$ cat config.mk
export PLATFORM = sky130hd
export DESIGN_NAME = slug_port_bank
export DESIGN_NICKNAME = d
export VERILOG_FILES = /design/src/rtl/slug_pkg.sv /design/src/rtl/slug_port_chan.sv /design/src/rtl/slug_port_bank.sv
export SDC_FILE = /design/constraint.sdc
export NUM_CORES = 1
export LEC_CHECK = 0
export CAP_MARGIN = 20
export CORE_ASPECT_RATIO = 1.2
export CORE_UTILIZATION = 35
export CTS_CLUSTER_SIZE = 25
export DETAILED_ROUTE_END_ITERATION = 6
export HOLD_SLACK_MARGIN = 0.02
export PLACE_DENSITY = 0.72
export SLEW_MARGIN = 0
export SYNTH_ARGS = -nofsm -noshare
export SYNTH_HDL_FRONTEND = slang
export SYNTH_HIERARCHICAL = 1
export SYNTH_SLANG_ARGS = --single-unit
$ cat constraint.sdc
create_clock -name clk -period 2.03 [get_ports clk]
set_input_delay 0.406 -clock clk [delete_from_list [all_inputs] [get_ports clk]]
set_output_delay 0.406 -clock clk [all_outputs]
set_load 0.05 [all_outputs]
$ cat src/rtl/slug_pkg.sv
// rtl/slug_pkg.sv - shared status bit layout and per-channel flag bundle for the slug port bank
package slug_pkg;

    // Bit positions inside the status word returned by a status read.
    localparam int ST_IN_FULL   = 0;
    localparam int ST_OUT_VALID = 1;
    localparam int ST_OVERRUN   = 2;

    // Flags a channel exports to the top-level read mux.
    typedef struct packed {
        logic overrun;
        logic out_valid;
        logic in_full;
    } chan_flags_t;

endpackage

$ cat src/rtl/slug_port_chan.sv
// rtl/slug_port_chan.sv - one input holding register plus one output register with overrun tracking
//
// Ports:
//   clk, rst                 clock, synchronous active-high reset
//   rd_data, rd_stat, wr_en  CPU strobes already decoded for this channel
//   wdata                    CPU write data
//   in_data/in_valid/in_ready     input side handshake
//   out_data/out_valid/out_ready  output side handshake
//   hold                     holding register contents (for data reads)
//   flags                    in_full / out_valid / overrun (for status reads)
module slug_port_chan
    import slug_pkg::*;
#(
    parameter int NIBBLE_W = 4
) (
    input  logic                clk,
    input  logic                rst,
    input  logic                rd_data,
    input  logic                rd_stat,
    input  logic                wr_en,
    input  logic [NIBBLE_W-1:0] wdata,
    input  logic [NIBBLE_W-1:0] in_data,
    input  logic                in_valid,
    output logic                in_ready,
    output logic [NIBBLE_W-1:0] out_data,
    output logic                out_valid,
    input  logic                out_ready,
    output logic [NIBBLE_W-1:0] hold,
    output chan_flags_t         flags
);

    logic in_full;
    logic rst_q;
    logic overrun;
    logic in_beat;
    logic out_load;
    logic wr_drop;

    assign in_beat  = in_valid & ~in_full;
    // A write lands when the register is free or is being emptied this cycle.
    assign out_load = wr_en & (~out_valid | out_ready);
    assign wr_drop  = wr_en & out_valid & ~out_ready;

    always_ff @(posedge clk) begin
        if (rst) begin
            hold      <= '0;
            // in_full is held high during reset so in_ready stays low until
            // the first edge after reset is released.
            in_full   <= 1'b1;
            rst_q     <= 1'b1;
            out_data  <= '0;
            out_valid <= 1'b0;
            overrun   <= 1'b0;
        end else begin
            rst_q <= 1'b0;
            if (rst_q) begin
                in_full <= 1'b0;
            end else if (in_beat) begin
                hold    <= in_data;
                in_full <= 1'b1;
            end else if (rd_data) begin
                in_full <= 1'b0;
            end

            if (out_load) begin
                out_data  <= wdata;
                out_valid <= 1'b1;
            end else if (out_valid & out_ready) begin
                out_valid <= 1'b0;
            end

            // A new drop wins over a simultaneous status-read clear.
            if (wr_drop) begin
                overrun <= 1'b1;
            end else if (rd_stat) begin
                overrun <= 1'b0;
            end
        end
    end

    assign in_ready = ~in_full;

    // The forced reset value of in_full is not a real full condition.
    assign flags.in_full   = in_full & ~rst_q;
    assign flags.out_valid = out_valid;
    assign flags.overrun   = overrun;

endmodule

$ cat src/rtl/slug_port_bank.sv
// rtl/slug_port_bank.sv - bank of CHANNELS input/output nibble ports behind a CPU select/read/write interface
//
// Ports:
//   clk, rst            clock, synchronous active-high reset
//   sel, rd, stat, wr   CPU access: channel select, read strobe, status qualifier, write strobe
//   wdata, rdata        CPU write / read data; rdata_oe high while rd is asserted
//   in_data/in_valid/in_ready     packed per-channel input streams
//   out_data/out_valid/out_ready  packed per-channel output streams
module slug_port_bank
    import slug_pkg::*;
#(
    parameter int NIBBLE_W = 4,
    parameter int CHANNELS = 8,
    parameter int SEL_W    = (CHANNELS > 1) ? $clog2(CHANNELS) : 1
) (
    input  logic                         clk,
    input  logic                         rst,
    input  logic [SEL_W-1:0]             sel,
    input  logic                         rd,
    input  logic                         stat,
    input  logic                         wr,
    input  logic [NIBBLE_W-1:0]          wdata,
    output logic [NIBBLE_W-1:0]          rdata,
    output logic                         rdata_oe,
    input  logic [CHANNELS*NIBBLE_W-1:0] in_data,
    input  logic [CHANNELS-1:0]          in_valid,
    output logic [CHANNELS-1:0]          in_ready,
    output logic [CHANNELS*NIBBLE_W-1:0] out_data,
    output logic [CHANNELS-1:0]          out_valid,
    input  logic [CHANNELS-1:0]          out_ready
);

    logic [CHANNELS-1:0] sel_hit;
    logic [NIBBLE_W-1:0] hold  [CHANNELS];
    chan_flags_t         flags [CHANNELS];

    // A select value beyond the last channel matches no channel, so such
    // accesses read 0 and touch no state.
    for (genvar i = 0; i < CHANNELS; i++) begin : g_chan
        assign sel_hit[i] = (sel == SEL_W'(i));

        slug_port_chan #(
            .NIBBLE_W (NIBBLE_W)
        ) u_chan (
            .clk       (clk),
            .rst       (rst),
            .rd_data   (rd & ~stat & sel_hit[i]),
            .rd_stat   (rd & stat & sel_hit[i]),
            .wr_en     (wr & sel_hit[i]),
            .wdata     (wdata),
            .in_data   (in_data[i*NIBBLE_W +: NIBBLE_W]),
            .in_valid  (in_valid[i]),
            .in_ready  (in_ready[i]),
            .out_data  (out_data[i*NIBBLE_W +: NIBBLE_W]),
            .out_valid (out_valid[i]),
            .out_ready (out_ready[i]),
            .hold      (hold[i]),
            .flags     (flags[i])
        );
    end

    always_comb begin
        rdata = '0;
        if (rd) begin
            for (int i = 0; i < CHANNELS; i++) begin
                if (sel_hit[i]) begin
                    if (stat) begin
                        rdata[ST_IN_FULL]   = flags[i].in_full;
                        rdata[ST_OUT_VALID] = flags[i].out_valid;
                        rdata[ST_OVERRUN]   = flags[i].overrun;
                    end else begin
                        rdata = hold[i];
                    end
                end
            end
        end
    end

    assign rdata_oe = rd;

endmodule

==> results of run 1 <==
cells in the mapped netlist (all sizes together) (10+ instances only):
cell type and instances:
nand2 11, mux2i 75, nor2b 33, a21oi 19
clkbuf 23, nor2 82, nand2b 67, dfxtp 96
buf 20, inv 10
per-stage QoR:
step / area, µm² / hold WS [ps] / worst slack, ps / std cells / utilization, %
3_5_place_dp: 5990 / 463 / -536 / 761 / 46.6
4_1_cts: 6410 / 480 / -110 / 780 / 49.9
5_1_grt: 6480 / 489 / -131 / 785 / 50.5
2_1_floorplan: 4700 / 434 / 5.17 / 495 / -
6_report: 6480 / 471 / -63.3 / 785 / 50.5
3_3_place_gp: 5990 / 458 / -490 / 761 / 46.6
power groups by stage:
stage / logic [mW] / registers, mW / clock network, mW
3_3_place_gp: 0.681 / 2.03 / 0
2_1_floorplan: 0.349 / 2.08 / 0
5_1_grt: 0.773 / 1.99 / 1.79
6_report: 0.729 / 1.99 / 1.65
3_5_place_dp: 0.690 / 2.03 / 0
4_1_cts: 0.722 / 1.99 / 1.69
state kept, by name, indices dropped and copies added, names as in the netlist:
signal,flops
g_chan.u_chan/hold,32
g_chan.u_chan/in_full,8
g_chan.u_chan/out_data,32
g_chan.u_chan/out_valid,8
g_chan.u_chan/overrun,8
g_chan.u_chan/rst_q,8
critical path, cell delays in order, from the launching register on:
cell                       delay (ps)
sky130_fd_sc_hd__dfxtp_2          330
sky130_fd_sc_hd__inv_2             70
sky130_fd_sc_hd__nor2_2            40
sky130_fd_sc_hd__mux4_2           450
sky130_fd_sc_hd__o211ai_1         210
sky130_fd_sc_hd__a21oi_2           90
sky130_fd_sc_hd__buf_6            150
cells by family after synthesis:
group,Yosys count
mux,85
compound gates,38
flops,96
buf+inv,53
simple gates,223
layer usage:
metal  global-route usage (%)  up-vias  share of wire, %
met4                     8.30        0               2.1
met2                     30.8       79                51
met1                     19.8     1712                42
li1                         -     1879                 -
met3                     3.75       14               4.5
met5                        0        -                 0
timing repair:
| item | in CTS | in global routing |
|---|---|---|
| gates resized for setup | 42 | 17 |
| cloned | 1 | 0 |
| buffers inserted | 3 | 5 |
| hold endpoints to repair | 0 | 0 |
| hold buffers | 0 | 0 |
| pin swaps | 8 | 8 |
| setup endpoints to repair | 8 | 8 |
area by class of cell:
| class | instances | area, µm² |
|---|---|---|
| inverters | 10 | 40.0 |
| flip-flops and latches | 96 | 1950 |
| repair buffers | 154 | 1510 |
| well taps | 164 | 205 |
| multi-input cells | 346 | 2480 |
| fillers | 1196 | 6360 |
| clock buffers | 13 | 280 |
| clock inverters | 2 | 12.5 |
how the worst min path moves through the flow:
stage                                         startpoint                                         to  depth (start not counted)
2_1_floorplan                                        rst             g_chan[0].u_chan/rst_q$_DFF_P_                          0
3_3_place_gp   g_chan[7].u_chan/out_data[1]$_SDFFE_PP0P_  g_chan[7].u_chan/out_data[1]$_SDFFE_PP0P_                          2
3_5_place_dp   g_chan[6].u_chan/out_data[3]$_SDFFE_PP0P_  g_chan[6].u_chan/out_data[3]$_SDFFE_PP0P_                          2
4_1_cts        g_chan[6].u_chan/out_data[3]$_SDFFE_PP0P_  g_chan[6].u_chan/out_data[3]$_SDFFE_PP0P_                          2
5_1_grt        g_chan[2].u_chan/out_data[0]$_SDFFE_PP0P_  g_chan[2].u_chan/out_data[0]$_SDFFE_PP0P_                          2
6_report                  g_chan[5].u_chan/rst_q$_DFF_P_      g_chan[5].u_chan/in_full$_SDFFE_PP1P_                          1
==> metrics, run 1 <==
starting utilization of the core area=between 30% and 40%; share of total power consumed by net switching=25.4%; classification of the worst-slack hold path=reg -> reg; Most used DFF post-synth=sky130_fd_sc_hd__dfxtp_1; capture instance of the worst register-to-register path=g_chan[4].u_chan/hold[1]$_SDFFE_PP0P_; Post-DRT Antenna Nets=0; number of antenna violations at the first check in global routing=0; cell chosen for the clock root=sky130_fd_sc_hd__clkbuf_16; max-cap check violation count=0; setup violators final=1; transition time at the pin with the least slew margin=553 ps; Ant. Diodes=0; most common cell after layout, fill and taps aside=sky130_fd_sc_hd__clkdlybuf4s50_1; top area cells in the synthesized netlist=sky130_fd_sc_hd__dfxtp_1 41%, sky130_fd_sc_hd__mux2i_1 16%, sky130_fd_sc_hd__nand2b_1 8.9%; Max Fclk=roughly 480 MHz; synthesis warning total=6; final estimated routing congestion in global placement=around 0.85; Worst Path Class, Setup=reg -> out; vias in the first global route=about 3,700; largest net degree at the start of global routing=129; most frequent cells in the layout=91 x sky130_fd_sc_hd__clkdlybuf4s50_1, 83 x sky130_fd_sc_hd__dfxtp_1, 80 x sky130_fd_sc_hd__nor2_1; area share of fa/ha/maj cells after synthesis=0%; total clock sinks=96; logic depth of the worst register-to-register path=4; post-layout total power=around 4.4 mW; Setup TNS=-63.3 ps; global router's overall resource usage=between 10% and 20%; sequential cell area fraction in the yosys report=slightly above 40%; maximum vdd drop=a little over 0.0003 V; Total Die Area=roughly 0.014 mm²; type of destination of the critical path=output port; share of cells above drive strength 1=between 10% and 20%; number of DRC violations after detailed-routing iteration 0=130; violated checks=setup timing; design internal power=between 3 and 4 mW; TritonCTS clock tree=built; multiplexer share of the synthesized area=between 10% and 20%; setup repair after global routing missed its margin=true; clock insertion delay at the later pin of the skew report=around 340 ps; Syn-to-layout area delta=38.3%; cell leakage power=approximately 2.6 nW; HPWL reported at the end of detailed placement=just under 9000 µm; Synth Area in Simple Gates=between 20% and 30%; Slew Limit Fails=0; die height=~130 µm; top cell type by total area after synthesis=sky130_fd_sc_hd__dfxtp_1; number of flops mapped to enable cells by yosys=0; Final Hold Vio Count=0; switching power summed over all nets=about 1.1 mW; post-synthesis share of cell area spent on xor and xnor gates=0%; Netlist cell types=35; count of H-tree levels built during CTS=3; outcome=complete, but fails checks; first-pass GRT wire length=roughly 19,000 µm; Worst Slack Setup Final=-63.3 ps; share of Yosys cell area claimed by the top area cell type=about two fifths; Avg Cell Area, Syn=9.46 µm²; clock transition at the registers of the reported paths=roughly 60 ps; cells after synthesis=slightly below 500; Synth Area in Compound Gates=5.05%; main combinational cell family by area after synthesis=simple AND/OR/NAND/NOR gates; Crit path arrival time=~1700 ps; Gate power share=around 17%; nets=677; WL per Instance=between 15 and 20 µm; share of flip-flops with an asynchronous set or reset=0%; maximum buffer depth of the clock tree=2; vias per std cell=around 4.7; maximum fanout encountered on the critical timing path=3; CP Capture Point=rdata[0]; number of design rule violations left after detail routing=0; flop-to-flop setup slack=between 800 and 900 ps; Critical Path Start=g_chan[5].u_chan/in_full$_SDFFE_PP1P_; row count=45; GR Overflow Total=0; number of nets produced by synthesis=555; area of the core region=between 0.01 and 0.015 mm²; part of the total power dissipated in the clock network=37.7%; total CTS buffers=9; Synth Register Bits=96; Detailed Routing Iterations Pass 1=4; mapped cell area=0.00468 mm²; die width=108 µm; worst relative slew slack=63.1%; Pwr Density=around 670 mW/mm²; vias after detailed routing=3,684; Total Routed Length=~12,000 µm; largest clock skew in the final design=slightly below 4 ps; count of buffers inserted at the top-level ports=roughly 110; clock period minus final worst setup slack=roughly 2100 ps; fin crit share=103%; launching element type of the critical path=register; launch instance of the worst register-to-register path=g_chan[4].u_chan/in_full$_SDFFE_PP1P_; required time reported for the critical path endpoint=around 1600 ps; I/O pin count=roughly 110; sequential power share=between 40% and 50%
(Power assumes the default switching activity.)
==> inputs of run 2 (changes only) <==
--- a/config.mk
+++ b/config.mk
@@ -7,11 +7,11 @@
 export LEC_CHECK = 0
 export CAP_MARGIN = 20
 export CORE_ASPECT_RATIO = 1.2
-export CORE_UTILIZATION = 35
+export CORE_UTILIZATION = 50
 export CTS_CLUSTER_SIZE = 25
 export DETAILED_ROUTE_END_ITERATION = 6
 export HOLD_SLACK_MARGIN = 0.02
-export PLACE_DENSITY = 0.72
+export PLACE_DENSITY = 0.92
 export SLEW_MARGIN = 0
 export SYNTH_ARGS = -nofsm -noshare
 export SYNTH_HDL_FRONTEND = slang
==> run 2 against run 1 <==
The run still ends with setup timing left. Via count grew 7.2%. Worst setup slack got worse by 140 ps. Total power decreased by 6.7%. Wire length up 4.6%. Non-clock buffer count up 2. Hold slack is essentially flat. Critical endpoint unchanged. Highest routed layer unchanged.
==> metrics, run 2 (synthesis results as in run 1) <==
worst-case hold path end point=g_chan[1].u_chan/rst_q$_DFF_P_; maximum fanout encountered on the critical timing path=2 (-1); flop-to-flop setup slack=700 ps (-110 ps); number of design rule violations left after detail routing=0 (unchanged); clock insertion delay at the later pin of the skew report=350 ps (about the same); Total Die Area=0.00976 mm² (-30%); Post-Place Setup Slack=-454 ps (+81.7 ps); Final Hold Vio Count=0 (unchanged); Detailed Routing Iterations Pass 1=5 (+1); Pwr Density=639 mW/mm² (-5.1%); vias after detailed routing=3,948 (+7.2%); Gate power share=18.3% (+1.6 points); cell leakage power=2.54 nW (-0.92%); Crit path arrival time=1820 ps (+130 ps); setup violators final=2 (+1); WL per Instance=16.6 µm (+10%); largest registers=g_chan.u_chan/hold (32), g_chan.u_chan/out_data (32); largest clock skew in the final design=5.01 ps (+1.03 ps); Max Fclk=449 MHz (-6.1%); largest net degree at the start of global routing=129 (unchanged); setup repair after global routing missed its margin=true; I/O pin count=113 (unchanged); Ant. Diodes=0 (unchanged); first-pass GRT wire length=19,400 µm (+4.4%); total CTS buffers=9 (unchanged); startpoint of the most critical hold path=rst; die height=108 µm (-16%); share of cells above drive strength 1=19.7% (+0.23 points); Worst Slack Setup Final=-200 ps (-136 ps); Total Routed Length=12,400 µm (+4.6%); Setup TNS=-311 ps (-248 ps); count of H-tree levels built during CTS=3 (unchanged); Worst Path Class, Setup=reg -> out; share of total power consumed by net switching=26.2% (+0.82 points); row count=38 (-16%); final estimated routing congestion in global placement=0.894 (+5.4%); Final Instance Area=0.00637 mm² (-1.7%); clock period minus final worst setup slack=2230 ps (+136 ps); part of the total power dissipated in the clock network=32.8% (-4.9 points); number of antenna violations at the first check in global routing=0 (unchanged); cell depth of the worst hold path=2 (+1); count of buffers inserted at the top-level ports=112 (unchanged); fin crit share=110% (+6.7 points); GR Overflow Total=0 (unchanged); Post-DRT Antenna Nets=0 (unchanged); maximum vdd drop=0.000300 V (-2.7%); HPWL reported at the end of detailed placement=8290 µm (-4.6%); outcome=complete, but fails checks; launching element type of the critical path=register; area after detailed placement=0.00595 mm² (-0.67%); clock transition at the registers of the reported paths=90 ps (+30 ps); required time reported for the critical path endpoint=1620 ps (about the same); sequential power share=48.9% (+3.3 points); max-cap check violation count=0 (unchanged); filler cell count=626 (-48%); worst relative slew slack=64.2% (+1.1 points); violated checks=setup timing; area of the core region=0.00908 mm² (-29%); most frequent cells in the layout=90 x sky130_fd_sc_hd__clkdlybuf4s50_1, 83 x sky130_fd_sc_hd__dfxtp_1, 79 x sky130_fd_sc_hd__nor2_1; number of DRC violations after detailed-routing iteration 0=235 (+81%); type of destination of the critical path=output port; TritonCTS clock tree=built; switching power summed over all nets=1.07 mW (-3.6%); vias in the first global route=4,010 (+7.9%); transition time at the pin with the least slew margin=536 ps (-17.0 ps); total clock sinks=96 (unchanged); worst hold slack=471 ps (+0.0120 ps); Syn-to-layout area delta=36.0%; global router's overall resource usage=25.5% (+8.0 points); Slew Limit Fails=0 (unchanged); vias per std cell=5.31 (+13%); classification of the worst-slack hold path=in -> reg; capture instance of the worst register-to-register path=g_chan[5].u_chan/hold[2]$_SDFFE_PP0P_; starting utilization of the core area=51.6% (+15 points); design internal power=3.00 mW (-7.7%); launch instance of the worst register-to-register path=g_chan[5].u_chan/in_full$_SDFFE_PP1P_; nets=679 (+0.30%); most common cell after layout, fill and taps aside=sky130_fd_sc_hd__clkdlybuf4s50_1; maximum buffer depth of the clock tree=2 (unchanged); die width=90.4 µm (-16%); fin util=70.2% (+20 points); cell chosen for the clock root=sky130_fd_sc_hd__clkbuf_8; logic depth of the worst register-to-register path=4 (unchanged)
-- run 2: cell types whose count changed in the layout (fill, tap and decap cells not counted), sizes merged --
cell	previous run	this run
dlymetal6s2s	4	3
bufinv	0	1
clkbuf	14	15
clkinvlp	1	0
clkdlybuf4s50	91	90
dlygate4sd2	2	6
-- run 2: metal layers --
metal	vias to the layer above	track usage, %	part of all wire, %	routed length, µm
met2	181	46.0	50	6210
met5	-	0	0	0
met3	56	5.06	5.9	728
met4	0	18.8	5.7	702
met1	1837	26.4	38	4720
li1	1874	-	-	-
-- run 2: worst max path at each step --
stage                                            startpoint  endpoint  cells past startpoint
global route          g_chan[5].u_chan/in_full$_SDFFE_PP1P_  rdata[0]                      6
global placement                                       stat  rdata[2]                      6
floorplan           g_chan[3].u_chan/out_valid$_SDFFE_PP0P_  rdata[1]                      5
CTS                   g_chan[4].u_chan/in_full$_SDFFE_PP1P_  rdata[0]                      6
finish                g_chan[5].u_chan/in_full$_SDFFE_PP1P_  rdata[0]                      6
detailed placement                                     stat  rdata[1]                      6
-- run 2: per-stage QoR --
step	std cells	power [mW]
floorplan	495	2.43
global placement	718	2.70
detailed placement	718	2.72
CTS	740	4.08
global route	744	4.22
finish	744	4.07
-- run 2: worst max-delay path: stages, from the launching register on --
cell,delay (ps)
sky130_fd_sc_hd__dfxtp_4,360
sky130_fd_sc_hd__inv_4,60
sky130_fd_sc_hd__nor2_2,40
sky130_fd_sc_hd__mux4_2,470
sky130_fd_sc_hd__o211ai_1,270
sky130_fd_sc_hd__a21oi_2,110
sky130_fd_sc_hd__buf_6,160
-- run 2: power by group through the flow --
stage | sequential [mW] | combinational [mW] | clock (mW)
after detailed placement | 2.03 | 0.691 | 0
after global placement | 2.03 | 0.676 | 0
after global routing | 2.00 | 0.788 | 1.44
after floorplan | 2.08 | 0.349 | 0
final | 1.99 | 0.747 | 1.34
after CTS | 1.99 | 0.727 | 1.36
-- run 2: final cells by class --
class | instances | area, µm² | area share (%)
multi-input combinational | 346 | 2490 | 39.1
tap | 120 | 150 | 2.36
timing repair buffer | 156 | 1530 | 23.9
inverter | 10 | 42.5 | 0.668
clock buffer | 14 | 183 | 2.87
sequential | 96 | 1950 | 30.5
clock inverter | 2 | 35.0 | 0.550
-- run 2: timing repair --
action	4_1_cts	5_1_grt
gates cloned	1	0
pin swaps	11	8
buffers inserted	5	5
hold buffers	0	0
endpoints found under the setup margin	7	6
resized for setup	53	16
==> RTL change, RTL diff (flow settings as in run 1) <==
Reset style: asynchronous (`rst`), changed in one clocked block. Comments in the files are not updated.
--- a/src/rtl/slug_port_chan.sv
+++ b/src/rtl/slug_port_chan.sv
@@ -43,3 +43,3 @@
 
-    always_ff @(posedge clk) begin
+    always_ff @(posedge clk or posedge rst) begin
         if (rst) begin
Formal check against the unedited RTL: differs if rst is asserted again (counterexample within 4 cycles, from zero or initial values and one cycle with rst high); with rst held inactive, the same outputs for 10 cycles.
==> RTL change against run 1 <==
The run still ends with setup timing left. Critical path type unchanged. Area after synthesis is 4.1% higher. Highest routed layer unchanged. Register-to-register slack worse by 40 ps. Cell area is 3.4% higher. Worst setup slack worse by 220 ps. Sequential cell count stayed put. Global-route usage is 0.63 points higher. Routed wire length is 3.3% higher.
Power is not compared: it rests on default switching activity, and its combinational part moved more than twofold at a synthesized area within 25%.
==> RTL change: results (changes against run 1) <==
INFO  metric cts.reportedPaths.clkPinSlew = 60 ps (about the same)
INFO  metric synth.mux.area_fraction = 0.232 (+0.0333)
INFO  metric totalNegativeSetupSlack = -440 ps (-377 ps)
INFO  metric drt_iter0_drc = 90 (-31%)
INFO  metric critical_path_arrival = 1910 ps (+220 ps)
INFO  metric grt_first_pass_wirelength = 19.3 mm (+3.8%)
INFO  metric hpwl = 9.49 mm (+9.2%)
INFO  metric timing.hold.worst.start = g_chan[4].u_chan/out_data[3]
INFO  metric failed_checks = setup timing
INFO  metric cells_after_synth = 391 (-21%)
INFO  metric fillers = 1153 (-3.6%)
INFO  metric critical_path.max_stage_delay = 540 ps (+90 ps)
INFO  metric via_count = 3349 (-9.1%)
INFO  metric worst-r2r-setup-slack = 770 ps (-40 ps)
INFO  metric top_ff_cell_synth = dfrtp_1
INFO  metric synth.top_cells.by_count = dfrtp_1 (80), mux2_2 (36), inv_1 (34)
INFO  metric numPlacedInstances = 672 (-12%)
INFO  metric yosys.area_share.adder = 0 (unchanged)
INFO  metric placed_cell_area = 6240 um2 (+4.2%)
INFO  metric largest_registers = g_chan.u_chan/hold (32), g_chan.u_chan/out_data (32)
INFO  metric cp_max_fo = 2 (-1)
INFO  metric postRouteWirelength = 12.2 mm (+3.3%)
INFO  metric min_to = g_chan[4].u_chan/out_data[3]
INFO  metric route.detailed.vias_per_inst = 4.80 (+2.2%)
INFO  metric yosys-top-cells-area = dfrtp_1 (41%), mux2_4 (9.9%), dfstp_2 (8.6%), mux2_2 (8.3%), nand2b_4 (4.5%)
INFO  metric syn-num-nets = 451 (-19%)
INFO  metric worst_r2r_startpoint = g_chan[4].u_chan/out_valid
INFO  metric track_usage = 0.181 (+0.00631)
INFO  metric slew-limit-headroom = 0.631 (about the same)
INFO  metric r2r_cells = 5 (+1)
INFO  metric gp_routability_congestion = 0.826 (-2.6%)
INFO  metric worst_path_max_delay_cell = dfstp_2
INFO  metric finalWorstSetupSlack = -285 ps (-222 ps)
INFO  metric final-setup-viol-count = 3 (+2)
INFO  metric final_net_count = 585 (-14%)
INFO  metric synth_seq_area_share = 0.497 (+0.0867)
INFO  metric layout-drive-gt1-share = 0.392 (+0.198)
INFO  metric run_status = complete, but fails checks
INFO  metric setup_clock_skew_after_layout = 4.62 ps (+0.644 ps)
INFO  metric yosysUniqueCellTypes = 39 (+11%)
INFO  metric synth_compound_area_frac = 0.0382 (-0.0122)
INFO  metric grt_pass1_vias = 3620 (-2.6%)
==> RTL change: final cells by class <==
class | count | area (um2) | share of cell area
Sequential cell | 96 | 2430 | 0.362
Multi-Input combinational cell | 234 | 2140 | 0.320
Clock buffer | 13 | 270 | 0.0403
Timing Repair Buffer | 150 | 1500 | 0.224
Inverter | 34 | 131 | 0.0196
Tap cell | 168 | 210 | 0.0314
Clock inverter | 3 | 15.0 | 0.00224
==> RTL change: cell families after synthesis <==
| logic type | count (synthesis) |
|---|---|
| AOI/OAI and AO/OA | 30 |
| muxes | 85 |
| buffers and inverters | 61 |
| other | 8 |
| DFF | 96 |
| and+or+nand+nor | 111 |
==> RTL change: critical path: cells and delay by family (launching register included) <==
family,cells,cell delay (ps)
AO/OA/AOI/OAI,2,350
buffers and inverters,1,160
flip-flops,1,540
multiplexers,1,470
AND/OR/NAND/NOR,1,50
==> RTL change: what timing repair did <==
item | CTS | global route
endpoints found under the setup margin | 12 | 4
buffers inserted | 5 | 3
cloned | 2 | 0
pin swaps | 8 | 3
gates resized for setup | 36 | 7
==> RTL change: power groups by stage <==
stage | Clock (W) | Sequential, W | Combinational [W]
4_1_cts | 0.00166 | 0.00249 | 0.00199
3_5_place_dp | 0 | 0.00251 | 0.00194
6_report | 0.00161 | 0.00249 | 0.00199
3_3_place_gp | 0 | 0.00251 | 0.00191
5_1_grt | 0.00175 | 0.00252 | 0.00209
2_1_floorplan | 0 | 0.00298 | 0.000815
==> RTL change: how the worst max path moves through the flow <==
| stage | slack (ps) | from | depth (start not counted) | to |
|---|---|---|---|---|
| 2_1_floorplan | 10 | g_chan[5].u_chan/in_full | 5 | rdata[0] |
| 3_3_place_gp | -480 | stat | 6 | rdata[0] |
| 3_5_place_dp | -500 | stat | 6 | rdata[0] |
| 4_1_cts | -320 | g_chan[5].u_chan/rst_q | 5 | rdata[0] |
| 5_1_grt | -330 | g_chan[5].u_chan/rst_q | 5 | rdata[0] |
| 6_report | -280 | g_chan[5].u_chan/rst_q | 5 | rdata[0] |
==> RTL change: metrics by stage <==
stage / util / setup slack [ps] / total power, W
2_1_floorplan: - / 10.3 / 0.00379
3_3_place_gp: 0.465 / -478 / 0.00441
3_5_place_dp: 0.465 / -501 / 0.00445
4_1_cts: 0.497 / -317 / 0.00613
5_1_grt: 0.500 / -330 / 0.00636
6_report: 0.500 / -285 / 0.00609
==> RTL change: routing by layer <==
layer  track usage  up-vias  wire length (um)
li1              -     1551                 -
met1         0.215     1675              4940
met2         0.302      101              6330
met3        0.0437       22               636
met4        0.0844        0               299
met5             0        -                 0
